### src/rtl/reaction_timer.sv
// -----------------------------------------------------------------------------
// reaction_timer
//   Measurement front end of the reaction-time game. A start request arms a
//   pseudo-random wait. After the wait the GO LED lights, and the block counts
//   whole milliseconds until the player presses the button. The result is a
//   13-bit millisecond count that saturates at 8191 (a timeout). A press during
//   the random wait is reported as a false start.
//
// Ports
//   clk           in   1   system clock, rising-edge
//   reset         in   1   synchronous, active-high, clears all state
//   start         in   1   one-cycle request to begin a round (ignored while busy)
//   button        in   1   debounced player button, asynchronous to clk
//   busy          out  1   round in progress (WAIT_DELAY or GO)
//   go_led        out  1   GO LED, lit only in GO
//   result_ms     out  13  measured reaction time, held until overwritten
//   result_valid  out  1   result_ms holds a fresh measurement (DONE)
//   false_start   out  1   button pressed before GO (FALSE_START)
//   timeout       out  1   DONE reached because the count saturated
//   dbg_state     out  3   current FSM state encoding, for observation only
//
// Handshake: start is a plain one-cycle request. It is accepted only in IDLE,
// DONE or FALSE_START and produces no acknowledge. The round outcome is shown
// by the level outputs. They are valid from the cycle after the edge that
// makes the transition.
// -----------------------------------------------------------------------------
module reaction_timer #(
    parameter int TICKS_PER_MS = 50000,
    parameter int DELAY_MIN_MS = 1000,
    parameter int DELAY_BITS   = 11
) (
    input  logic        clk,
    input  logic        reset,
    input  logic        start,
    input  logic        button,
    output logic        busy,
    output logic        go_led,
    output logic [12:0] result_ms,
    output logic        result_valid,
    output logic        false_start,
    output logic        timeout,
    output logic [2:0]  dbg_state
);

    localparam int            PW         = (TICKS_PER_MS > 1) ? $clog2(TICKS_PER_MS) : 1;
    localparam logic [PW-1:0] PRESC_LAST = PW'(TICKS_PER_MS - 1);
    localparam logic [12:0]   MS_MAX     = 13'd8191;
    localparam logic [12:0]   DELAY_MIN  = 13'(DELAY_MIN_MS);

    typedef enum logic [2:0] {
        S_IDLE        = 3'd0,
        S_WAIT_DELAY  = 3'd1,
        S_GO          = 3'd2,
        S_DONE        = 3'd3,
        S_FALSE_START = 3'd4
    } state_t;

    state_t        r_state;
    logic          r_sync1;
    logic          r_sync2;
    logic          r_btn_d;
    logic [15:0]   r_lfsr;
    logic [PW-1:0] r_presc;
    logic [12:0]   r_delay_cnt;
    logic [12:0]   r_ms_cnt;
    logic [12:0]   r_result;
    logic          r_timeout;

    logic          w_press;
    logic          w_lfsr_fb;
    logic          w_ms_tick;
    logic [12:0]   w_delay_load;

    // Press is the rising edge seen after the two-flop synchronizer. A pin
    // rise therefore takes effect on the third clock edge after it.
    assign w_press      = r_sync2 & ~r_btn_d;
    // Fibonacci taps 16,14,13,11. These taps give the full 65535-state
    // sequence, so a non-zero seed never reaches zero.
    assign w_lfsr_fb    = r_lfsr[15] ^ r_lfsr[13] ^ r_lfsr[12] ^ r_lfsr[10];
    assign w_ms_tick    = (r_presc == PRESC_LAST);
    assign w_delay_load = DELAY_MIN + 13'(r_lfsr[DELAY_BITS-1:0]);

    always_ff @(posedge clk) begin
        if (reset) begin
            r_sync1 <= 1'b0;
            r_sync2 <= 1'b0;
            r_btn_d <= 1'b0;
            r_lfsr  <= 16'hACE1;
        end else begin
            r_sync1 <= button;
            r_sync2 <= r_sync1;
            r_btn_d <= r_sync2;
            r_lfsr  <= {r_lfsr[14:0], w_lfsr_fb};
        end
    end

    always_ff @(posedge clk) begin
        if (reset) begin
            r_state     <= S_IDLE;
            r_presc     <= '0;
            r_delay_cnt <= '0;
            r_ms_cnt    <= '0;
            r_result    <= '0;
            r_timeout   <= 1'b0;
        end else begin
            // The prescaler free-runs. Every entry into WAIT_DELAY or GO
            // overrides it to zero, so the first millisecond after entry is
            // always a full one.
            r_presc <= w_ms_tick ? '0 : r_presc + 1'b1;
            case (r_state)
                S_IDLE, S_DONE, S_FALSE_START: begin
                    if (start) begin
                        r_state     <= S_WAIT_DELAY;
                        r_delay_cnt <= w_delay_load;
                        r_presc     <= '0;
                        r_timeout   <= 1'b0;
                    end
                end
                S_WAIT_DELAY: begin
                    if (w_press) begin
                        r_state <= S_FALSE_START;
                    end else if (w_ms_tick) begin
                        // Testing for <= 1 also covers a zero load.
                        // Without it, a zero load would count down
                        // through 8191.
                        if (r_delay_cnt <= 13'd1) begin
                            r_state  <= S_GO;
                            r_ms_cnt <= '0;
                            r_presc  <= '0;
                        end else begin
                            r_delay_cnt <= r_delay_cnt - 13'd1;
                        end
                    end
                end
                S_GO: begin
                    // A press in the same cycle as a tick captures the count
                    // from before that tick.
                    if (w_press) begin
                        r_state  <= S_DONE;
                        r_result <= r_ms_cnt;
                    end else if (w_ms_tick) begin
                        if (r_ms_cnt == MS_MAX) begin
                            r_state   <= S_DONE;
                            r_result  <= MS_MAX;
                            r_timeout <= 1'b1;
                        end else begin
                            r_ms_cnt <= r_ms_cnt + 13'd1;
                        end
                    end
                end
                default: r_state <= S_IDLE;
            endcase
        end
    end

    assign busy         = (r_state == S_WAIT_DELAY) || (r_state == S_GO);
    assign go_led       = (r_state == S_GO);
    assign result_valid = (r_state == S_DONE);
    assign false_start  = (r_state == S_FALSE_START);
    assign timeout      = r_timeout;
    assign result_ms    = r_result;
    assign dbg_state    = r_state;

endmodule

### config.mk
export PLATFORM = sky130hd
export DESIGN_NAME = reaction_timer
export DESIGN_NICKNAME = d
export VERILOG_FILES = /design/src/rtl/reaction_timer.sv
export SDC_FILE = /design/constraint.sdc
export NUM_CORES = 1
export LEC_CHECK = 0
export CAP_MARGIN = 10
export CORE_MARGIN = 4
export CORE_UTILIZATION = 53
export CTS_CLUSTER_DIAMETER = 30
export CTS_CLUSTER_SIZE = 14
export DETAILED_ROUTE_END_ITERATION = 8
export MAX_ROUTING_LAYER = met4
export PLACE_DENSITY = 0.77
export SLEW_MARGIN = 20
export SYNTH_ARGS = -nofsm -noshare
export SYNTH_HDL_FRONTEND = slang
export SYNTH_SLANG_ARGS = --single-unit
### constraint.sdc
create_clock -name clk -period 2.34 [get_ports clk]
set_input_delay 0.468 -clock clk [delete_from_list [all_inputs] [get_ports clk]]
set_output_delay 0.468 -clock clk [all_outputs]
set_load 0.005 [all_outputs]
==> results of run 1 <==
[Yosys cell counts (2+ instances only)]
master | number | area [um2]
sky130_fd_sc_hd__nor2_1 | 32 | 120
sky130_fd_sc_hd__ha_1 | 5 | 62.6
sky130_fd_sc_hd__or4_1 | 5 | 37.5
sky130_fd_sc_hd__nand4_1 | 8 | 50.1
sky130_fd_sc_hd__a31oi_1 | 4 | 25.0
sky130_fd_sc_hd__a41oi_1 | 2 | 17.5
sky130_fd_sc_hd__a211oi_1 | 3 | 22.5
sky130_fd_sc_hd__mux2_2 | 6 | 67.6
sky130_fd_sc_hd__o21ai_0 | 10 | 50.1
sky130_fd_sc_hd__xor2_1 | 15 | 131
sky130_fd_sc_hd__and3_1 | 8 | 50.1
sky130_fd_sc_hd__nand2_1 | 29 | 109
sky130_fd_sc_hd__xnor2_1 | 7 | 61.3
sky130_fd_sc_hd__nor4b_4 | 2 | 47.6
sky130_fd_sc_hd__a22oi_1 | 4 | 30.0
sky130_fd_sc_hd__nor3b_1 | 3 | 22.5
sky130_fd_sc_hd__mux2i_1 | 2 | 20.0
sky130_fd_sc_hd__o32ai_1 | 2 | 17.5
sky130_fd_sc_hd__a21o_1 | 2 | 15.0
sky130_fd_sc_hd__nor4_4 | 2 | 42.5
sky130_fd_sc_hd__o211ai_1 | 6 | 45.0
sky130_fd_sc_hd__o21a_1 | 2 | 15.0
sky130_fd_sc_hd__nand2b_1 | 3 | 18.8
sky130_fd_sc_hd__clkbuf_1 | 19 | 71.3
sky130_fd_sc_hd__nor2b_1 | 13 | 81.3
sky130_fd_sc_hd__nor4_1 | 3 | 18.8
sky130_fd_sc_hd__nor4b_1 | 2 | 17.5
sky130_fd_sc_hd__o22ai_1 | 4 | 25.0
sky130_fd_sc_hd__o221a_2 | 14 | 158
sky130_fd_sc_hd__and4_1 | 4 | 35.0
sky130_fd_sc_hd__or3_1 | 10 | 62.6
sky130_fd_sc_hd__inv_1 | 9 | 33.8
sky130_fd_sc_hd__dfxtp_1 | 78 | 1560
sky130_fd_sc_hd__or2_2 | 10 | 62.6
sky130_fd_sc_hd__nor3_1 | 18 | 90.1
sky130_fd_sc_hd__nand3_1 | 22 | 110
sky130_fd_sc_hd__a21oi_1 | 23 | 115
sky130_fd_sc_hd__nand4_2 | 3 | 37.5
sky130_fd_sc_hd__buf_2 | 3 | 15.0
[through the flow]
| step | setup WS (ns) | cell area (um2) | total power [W] | cells | hold WS [ns] |
|---|---|---|---|---|---|
| after floorplan | 0.0961 | 3800 | 0.00206 | 422 | 0.389 |
| after global placement | 0.00280 | 4360 | 0.00237 | 555 | 0.391 |
| after detailed placement | -0.0370 | 4360 | 0.00239 | 555 | 0.402 |
| after CTS | 0.0125 | 4570 | 0.00342 | 571 | 0.422 |
| after global routing | 0.00820 | 4590 | 0.00359 | 571 | 0.435 |
| final | 0.0741 | 4590 | 0.00342 | 571 | 0.418 |
[critical path, cell delays in order, from the launching register on]
cell	delay, ns
sky130_fd_sc_hd__dfxtp_4	0.41
sky130_fd_sc_hd__inv_1	0.09
sky130_fd_sc_hd__or3_4	0.40
sky130_fd_sc_hd__inv_2	0.07
sky130_fd_sc_hd__clkdlybuf4s50_1	0.49
[state kept, by name, indices dropped and copies added, names as in the netlist]
signal	count
r_ms_cnt	13
dbg_state	3
r_sync1	1
timeout	1
r_lfsr	16
r_presc	16
r_btn_d	1
r_delay_cnt	13
r_sync2	1
result_ms	13
[cells by family after synthesis]
logic type / count (synthesis)
xor gates and xnor gates: 22
buffers and inverters: 32
DFF: 78
AOI/OAI and AO/OA: 93
and+or+nand+nor: 184
adders and majority gates: 5
muxes: 8
[path summary, 6_finish.rpt]
kind,from,end,slack [ns],cells past startpoint
worst max-delay path,dbg_state[1],go_led,0.07,4
worst min-delay path,r_lfsr[14],r_lfsr[15],0.42,1
worst max register to register,r_presc[0],r_ms_cnt[5],0.13,7
worst min register to register,r_lfsr[14],r_lfsr[15],0.42,1
[power groups by stage]
stage	logic (W)	registers [W]	clock network, W
after CTS	0.000861	0.00151	0.00105
after global routing	0.000956	0.00153	0.00111
after detailed placement	0.000850	0.00154	0
after floorplan	0.000551	0.00151	0
final	0.000874	0.00151	0.00103
after global placement	0.000834	0.00153	0
[routing by layer]
metal	vias up	part of all wire (%)	track usage, %
met5	-	0	-
met4	0	1.8	7.57
met3	15	5.1	4.06
met2	105	47	33.1
met1	1611	46	28.6
li1	1661	-	-
[timing repair]
action,CTS,global route
gates resized for setup,3,7
gates cloned,0,0
pin swaps,0,2
endpoints found under the setup margin,4,14
hold buffers,0,0
[area by class of cell]
| type | count | area share [%] |
|---|---|---|
| multi-input combinational | 312 | 46.4 |
| sequential | 78 | 34.2 |
| timing repair buffer | 60 | 11.7 |
| clock buffer | 10 | 2.78 |
| tap | 96 | 2.62 |
| clock inverter | 6 | 1.53 |
| inverter | 9 | 0.737 |
==> impl_metrics.xml, run 1 <==
<?xml version="1.0" encoding="UTF-8"?>
<metrics>
  <group name="run">
    <metric name="max-cap-violations" unit="">0</metric>
  </group>
  <group name="sta">
    <metric name="grt_setup_unrepaired" unit="">false</metric>
    <metric name="finalCriticalPeriod" unit="ns">2.27</metric>
    <metric name="totalNegativeSetupSlack" unit="ns">0</metric>
    <metric name="layout_worst_path_cycle_share" unit="%">96.8</metric>
    <metric name="final_hold_viol_count" unit="">0</metric>
    <metric name="tightest_slew" unit="ns">0.745</metric>
    <metric name="finClkSkew" unit="ns">0.00876</metric>
    <metric name="number_of_pins_with_negative_max_slew_slack_in_the_final_report" unit="">0</metric>
    <metric name="report.final.setup_viol" unit="">0</metric>
    <metric name="timing.fmax" unit="MHz">441</metric>
    <metric name="relSlewSlack" unit="%">49.9</metric>
  </group>
  <group name="die">
    <metric name="die_x" unit="um">92.6</metric>
    <metric name="vert_die_dim" unit="um">92.6</metric>
    <metric name="placementRows" unit="">30</metric>
    <metric name="ios" unit="">25</metric>
    <metric name="floorplan.initialDensity" unit="%">55.3</metric>
    <metric name="fp.coreArea" unit="mm2">0.00687</metric>
    <metric name="fp.dieArea" unit="mm2">0.00858</metric>
  </group>
  <group name="power_and_ir_drop">
    <metric name="pwr-share-comb" unit="%">25.6</metric>
    <metric name="power.static_leakage" unit="nW">1.69</metric>
    <metric name="power.sequential.fraction" unit="%">44.3</metric>
    <metric name="areal_power_density_over_the_cells" unit="mW/mm2">745</metric>
    <metric name="switching_share" unit="%">31.8</metric>
    <metric name="clkPwrFrac" unit="%">30.1</metric>
    <metric name="internal_power" unit="W">0.00233</metric>
    <metric name="vdd_ir_drop_max" unit="uV">460</metric>
    <metric name="switching_power" unit="W">0.00109</metric>
  </group>
  <group name="clocking">
    <metric name="cts_root_buf" unit="">sky130_fd_sc_hd__clkbuf_8</metric>
    <metric name="clock_tree.buffer_depth" unit="">2</metric>
    <metric name="clock_sinks" unit="">78</metric>
    <metric name="clock_insertion_delay_worst_skew" unit="ns">0.35</metric>
    <metric name="cts_buffers" unit="">9</metric>
    <metric name="ctsHtreeMaxLevel" unit="">3</metric>
    <metric name="clkTransAtPathRegs" unit="ns">0.09</metric>
    <metric name="cts_post_setup_buffers_inserted" unit="">0</metric>
    <metric name="tritoncts" unit="">built</metric>
  </group>
  <group name="synth">
    <metric name="ys_seq_area_share" unit="%">41.1</metric>
    <metric name="compound_cell_area_share_of_the_yosys_netlist" unit="%">18.0</metric>
    <metric name="syn_area" unit="mm2">0.00380</metric>
    <metric name="synthesis.area_per_instance" unit="um2">9.00</metric>
    <metric name="synthArstFlopShare" unit="%">0</metric>
    <metric name="synth-warning-count" unit="">0</metric>
    <metric name="synth-adder-area-share" unit="%">1.65</metric>
    <metric name="postSynthCellCount" unit="">422</metric>
    <metric name="main_combinational_cell_family_by_area_after_synthesis" unit="">simple AND/OR/NAND/NOR gates</metric>
    <metric name="postSynthNetCount" unit="">431</metric>
    <metric name="synthSimpleGateAreaFrac" unit="%">28.6</metric>
    <metric name="ffs_latches_synth" unit="">78</metric>
    <metric name="synth_xor_area_share" unit="%">5.07</metric>
    <metric name="synth_cell_type_count" unit="">64</metric>
    <metric name="number_of_enable_type_register_cells_in_the_synthesized_netlist" unit="">0</metric>
    <metric name="post_synthesis_mux_area_share" unit="%">2.31</metric>
    <metric name="synth-main-ff-cell" unit="">sky130_fd_sc_hd__dfxtp_1</metric>
  </group>
  <group name="final_layout">
    <metric name="fillCellCount" unit="">537</metric>
    <metric name="final_antenna_diode_count" unit="">0</metric>
    <metric name="fin_util" unit="%">66.8</metric>
    <metric name="area_growth_syn_to_layout" unit="%">20.8</metric>
    <metric name="mostFrequentLayoutCells" unit="">sky130_fd_sc_hd__dfxtp_1, sky130_fd_sc_hd__buf_4, sky130_fd_sc_hd__nor2_1</metric>
    <metric name="multiInputGateArea" unit="mm2">0.00213</metric>
    <metric name="final_common_cell" unit="">sky130_fd_sc_hd__dfxtp_1</metric>
    <metric name="area.sequential" unit="mm2">0.00157</metric>
    <metric name="nNetsFinal" unit="">479</metric>
    <metric name="post_route_cells_drive_above_1_share" unit="%">21.5</metric>
  </group>
  <group name="routing">
    <metric name="drt_pre_antenna_iters" unit="">5</metric>
    <metric name="drtIter0Drc" unit="">206</metric>
    <metric name="totalWireLength" unit="mm">8.81</metric>
    <metric name="dr_total_vias" unit="">3392</metric>
    <metric name="route.detailed.wl_per_inst" unit="um">15.4</metric>
    <metric name="detail_routed_via_count_per_cell" unit="">5.94</metric>
    <metric name="ant_nets" unit="">0</metric>
    <metric name="detail_route.drc_violations" unit="">0</metric>
  </group>
  <group name="setup_path">
    <metric name="worst_ep_required_time" unit="ns">1.87</metric>
    <metric name="class_of_the_most_critical_setup_path" unit="">reg -&gt; out</metric>
    <metric name="worst-endpoint-arrival" unit="ns">1.80</metric>
    <metric name="setup.worst_path.start_class" unit="">flip-flop</metric>
    <metric name="crit_path_end_kind" unit="">output pin</metric>
    <metric name="cp_max_fanout" unit="">10</metric>
  </group>
  <group name="place">
    <metric name="gp_congestion" unit="">0.879</metric>
    <metric name="io_buffers" unit="">24</metric>
    <metric name="placed_wire_length_estimate_after_detailed_placement" unit="mm">6.25</metric>
  </group>
  <group name="worst_hold_path">
    <metric name="holdCritPathClass" unit="">reg -&gt; reg</metric>
  </group>
  <group name="run_status">
    <metric name="outcome" unit="">complete, no violations</metric>
  </group>
  <group name="global_route">
    <metric name="globalRouteOverflowTotal" unit="">0</metric>
    <metric name="grt_use_total" unit="%">21.6</metric>
    <metric name="grt_pass1_vias" unit="">3131</metric>
    <metric name="grt_antenna_before_repair" unit="">0</metric>
    <metric name="grt_start_max_net_pins" unit="">47</metric>
    <metric name="global_route_wire_length_before_repair" unit="mm">14.6</metric>
  </group>
</metrics>
Power figures use the tool's default switching activity.
==> run 2, diff against run 1 <==
ABC_CLOCK_PERIOD_IN_PS = 2340   (was not set)
==> results of run 2 <==
The final DEF is identical to that of run 1; final timing and power are the same.
==> run 3, diff against run 2 <==
ABC_CLOCK_PERIOD_IN_PS = 2900   (was 2340)
PLACE_DENSITY = 0.74   (was 0.77)
TNS_END_PERCENT = 10   (was not set)
clock period = 2.9 ns   (was 2.34 ns; I/O delays follow)
==> run 3 against run 2 <==
Compared with the run above:
- setup slack improved by 0.079 ns
- first-iteration DRC count decreased by 6.3%
- worst hold slack worse by 0.0027 ns
- global-route usage fell by 0.69 points
- cell area is 5.4% lower
- power fell by 23%
- die area unchanged
- clock skew shrank 0.0030 ns
- critical path type unchanged
- highest routed layer unchanged
==> impl_metrics.xml, run 3 (same netlist as run 1, synthesis figures left out) <==
<?xml version="1.0" encoding="UTF-8"?>
<metrics>
  <group name="global_route">
    <metric name="globalRouteOverflowTotal" unit="">0</metric>
    <metric name="grt_antenna_before_repair" unit="">0</metric>
    <metric name="grt_use_total" unit="%">20.9</metric>
    <metric name="global_route_wire_length_before_repair" unit="mm">14.2</metric>
    <metric name="grt_start_max_net_pins" unit="">47</metric>
    <metric name="grt_pass1_vias" unit="">3029</metric>
  </group>
  <group name="final_layout">
    <metric name="post_route_cells_drive_above_1_share" unit="%">14.7</metric>
    <metric name="final_antenna_diode_count" unit="">0</metric>
    <metric name="final_common_cell" unit="">sky130_fd_sc_hd__dfxtp_1</metric>
    <metric name="nNetsFinal" unit="">452</metric>
    <metric name="reg_top3" unit="">r_lfsr: 16 flops, r_presc: 16 flops</metric>
    <metric name="mostFrequentLayoutCells" unit="">sky130_fd_sc_hd__dfxtp_1, sky130_fd_sc_hd__nor2_1, sky130_fd_sc_hd__nand2_1</metric>
    <metric name="final_cell_count_without_fillers" unit="">544</metric>
    <metric name="area_growth_syn_to_layout" unit="%">14.2</metric>
  </group>
  <group name="sta">
    <metric name="grt_setup_unrepaired" unit="">false</metric>
    <metric name="number_of_pins_with_negative_max_slew_slack_in_the_final_report" unit="">0</metric>
    <metric name="finClkSkew" unit="ns">0.00574</metric>
    <metric name="final_hold_viol_count" unit="">0</metric>
    <metric name="layout_worst_path_cycle_share" unit="%">94.7</metric>
    <metric name="timing.fmax" unit="MHz">364</metric>
    <metric name="report.final.setup_viol" unit="">0</metric>
    <metric name="finalCriticalPeriod" unit="ns">2.75</metric>
    <metric name="totalNegativeSetupSlack" unit="ns">0</metric>
    <metric name="relSlewSlack" unit="%">53.8</metric>
    <metric name="tightest_slew" unit="ns">0.687</metric>
  </group>
  <group name="clocking">
    <metric name="cts.hold.buffers_added" unit="">0</metric>
    <metric name="ctsHtreeMaxLevel" unit="">3</metric>
    <metric name="clock_sinks" unit="">78</metric>
    <metric name="tritoncts" unit="">built</metric>
    <metric name="cts_buffers" unit="">9</metric>
    <metric name="clkTransAtPathRegs" unit="ns">0.08</metric>
    <metric name="clock_tree.buffer_depth" unit="">2</metric>
    <metric name="cts_post_setup_buffers_inserted" unit="">0</metric>
    <metric name="clock_insertion_delay_worst_skew" unit="ns">0.35</metric>
    <metric name="postCtsResizedCells" unit="">0</metric>
    <metric name="cts_root_buf" unit="">sky130_fd_sc_hd__clkbuf_8</metric>
  </group>
  <group name="setup_path">
    <metric name="cp_max_fanout" unit="">14</metric>
    <metric name="class_of_the_most_critical_setup_path" unit="">reg -&gt; out</metric>
    <metric name="worst_ep_required_time" unit="ns">2.32</metric>
    <metric name="timing.reg2reg.setup_slack" unit="ns">0.35</metric>
    <metric name="crit_path_end_kind" unit="">output pin</metric>
    <metric name="setup.worst_path.start_class" unit="">flip-flop</metric>
    <metric name="worst-endpoint-arrival" unit="ns">2.17</metric>
  </group>
  <group name="power_and_ir_drop">
    <metric name="areal_power_density_over_the_cells" unit="mW/mm2">610</metric>
    <metric name="clkPwrFrac" unit="%">30.9</metric>
    <metric name="switching_power" unit="W">0.000799</metric>
    <metric name="power.static_leakage" unit="nW">1.55</metric>
    <metric name="power.sequential.fraction" unit="%">46.6</metric>
    <metric name="switching_share" unit="%">30.2</metric>
    <metric name="pwr-share-comb" unit="%">22.5</metric>
    <metric name="internal_power" unit="W">0.00185</metric>
    <metric name="vdd_ir_drop_max" unit="uV">387</metric>
  </group>
  <group name="worst_hold_path">
    <metric name="holdCritPathClass" unit="">reg -&gt; reg</metric>
  </group>
  <group name="routing">
    <metric name="ant_nets" unit="">0</metric>
    <metric name="dr_total_vias" unit="">3219</metric>
    <metric name="detail_route.drc_violations" unit="">0</metric>
    <metric name="drtIter0Drc" unit="">193</metric>
    <metric name="route.detailed.wl_per_inst" unit="um">15.2</metric>
    <metric name="detail_routed_via_count_per_cell" unit="">5.92</metric>
    <metric name="totalWireLength" unit="mm">8.28</metric>
    <metric name="drt_pre_antenna_iters" unit="">4</metric>
  </group>
  <group name="die">
    <metric name="floorplan.initialDensity" unit="%">55.3</metric>
    <metric name="vert_die_dim" unit="um">92.6</metric>
    <metric name="placementRows" unit="">30</metric>
    <metric name="fp.dieArea" unit="mm2">0.00858</metric>
    <metric name="die_x" unit="um">92.6</metric>
    <metric name="fp.coreArea" unit="mm2">0.00687</metric>
    <metric name="ios" unit="">25</metric>
  </group>
  <group name="place">
    <metric name="gp_congestion" unit="">0.858</metric>
    <metric name="post-place-cells" unit="">528</metric>
    <metric name="io_buffers" unit="">24</metric>
    <metric name="placed_wire_length_estimate_after_detailed_placement" unit="mm">5.75</metric>
  </group>
  <group name="run_status">
    <metric name="outcome" unit="">complete, no violations</metric>
  </group>
  <group name="run">
    <metric name="max-cap-violations" unit="">0</metric>
  </group>
</metrics>
-- run 3: stage by stage --
| step | setup slack (ns) | hold WS (ns) | total power, W | cell area [um2] | utilization (%) |
|---|---|---|---|---|---|
| 2_1_floorplan | 0.656 | 0.389 | 0.00166 | 3800 | - |
| 5_1_grt | 0.0190 | 0.454 | 0.00279 | 4340 | 63.1 |
| 3_5_place_dp | 0.367 | 0.407 | 0.00185 | 4140 | 60.2 |
| 3_3_place_gp | 0.484 | 0.397 | 0.00183 | 4140 | 60.2 |
| 6_report | 0.153 | 0.415 | 0.00264 | 4340 | 63.1 |
| 4_1_cts | 0.167 | 0.421 | 0.00267 | 4340 | 63.1 |
-- run 3: worst paths after layout --
check	start	end	depth (start not counted)
worst max-delay path	dbg_state[1]	go_led	4
worst min-delay path	r_lfsr[14]	r_lfsr[15]	1
worst max register to register	r_delay_cnt[0]	r_ms_cnt[6]	6
worst min register to register	r_lfsr[14]	r_lfsr[15]	1
-- run 3: metal layers --
| metal | track usage [%] | vias to the layer above | part of all wire, % |
|---|---|---|---|
| met5 | - | - | 0 |
| met2 | 34.0 | 65 | 48 |
| met1 | 25.6 | 1525 | 46 |
| li1 | - | 1613 | - |
| met4 | 7.45 | 0 | 1.9 |
| met3 | 4.63 | 16 | 3.9 |
-- run 3: worst max-delay path: stages (launching register included) --
cell and delay, ns:
sky130_fd_sc_hd__dfxtp_1 0.59, sky130_fd_sc_hd__inv_1 0.15, sky130_fd_sc_hd__or3_1 0.37, sky130_fd_sc_hd__inv_1 0.17
sky130_fd_sc_hd__clkdlybuf4s50_1 0.53
-- run 3: area by class of cell --
cell class | count | area (um2)
repair buffers | 33 | 308
fillers | 604 | 2530
clock inverters | 3 | 42.5
inverters | 9 | 33.8
well taps | 96 | 120
multi-input cells | 312 | 2110
flip-flops and latches | 78 | 1560
clock buffers | 13 | 159
-- run 3: power groups by stage --
stage | logic (W) | registers (W) | clock network, W
after floorplan | 0.000445 | 0.00122 | 0
after global placement | 0.000584 | 0.00125 | 0
after detailed placement | 0.000593 | 0.00125 | 0
after CTS | 0.000596 | 0.00123 | 0.000841
after global routing | 0.000660 | 0.00124 | 0.000883
final | 0.000595 | 0.00123 | 0.000818
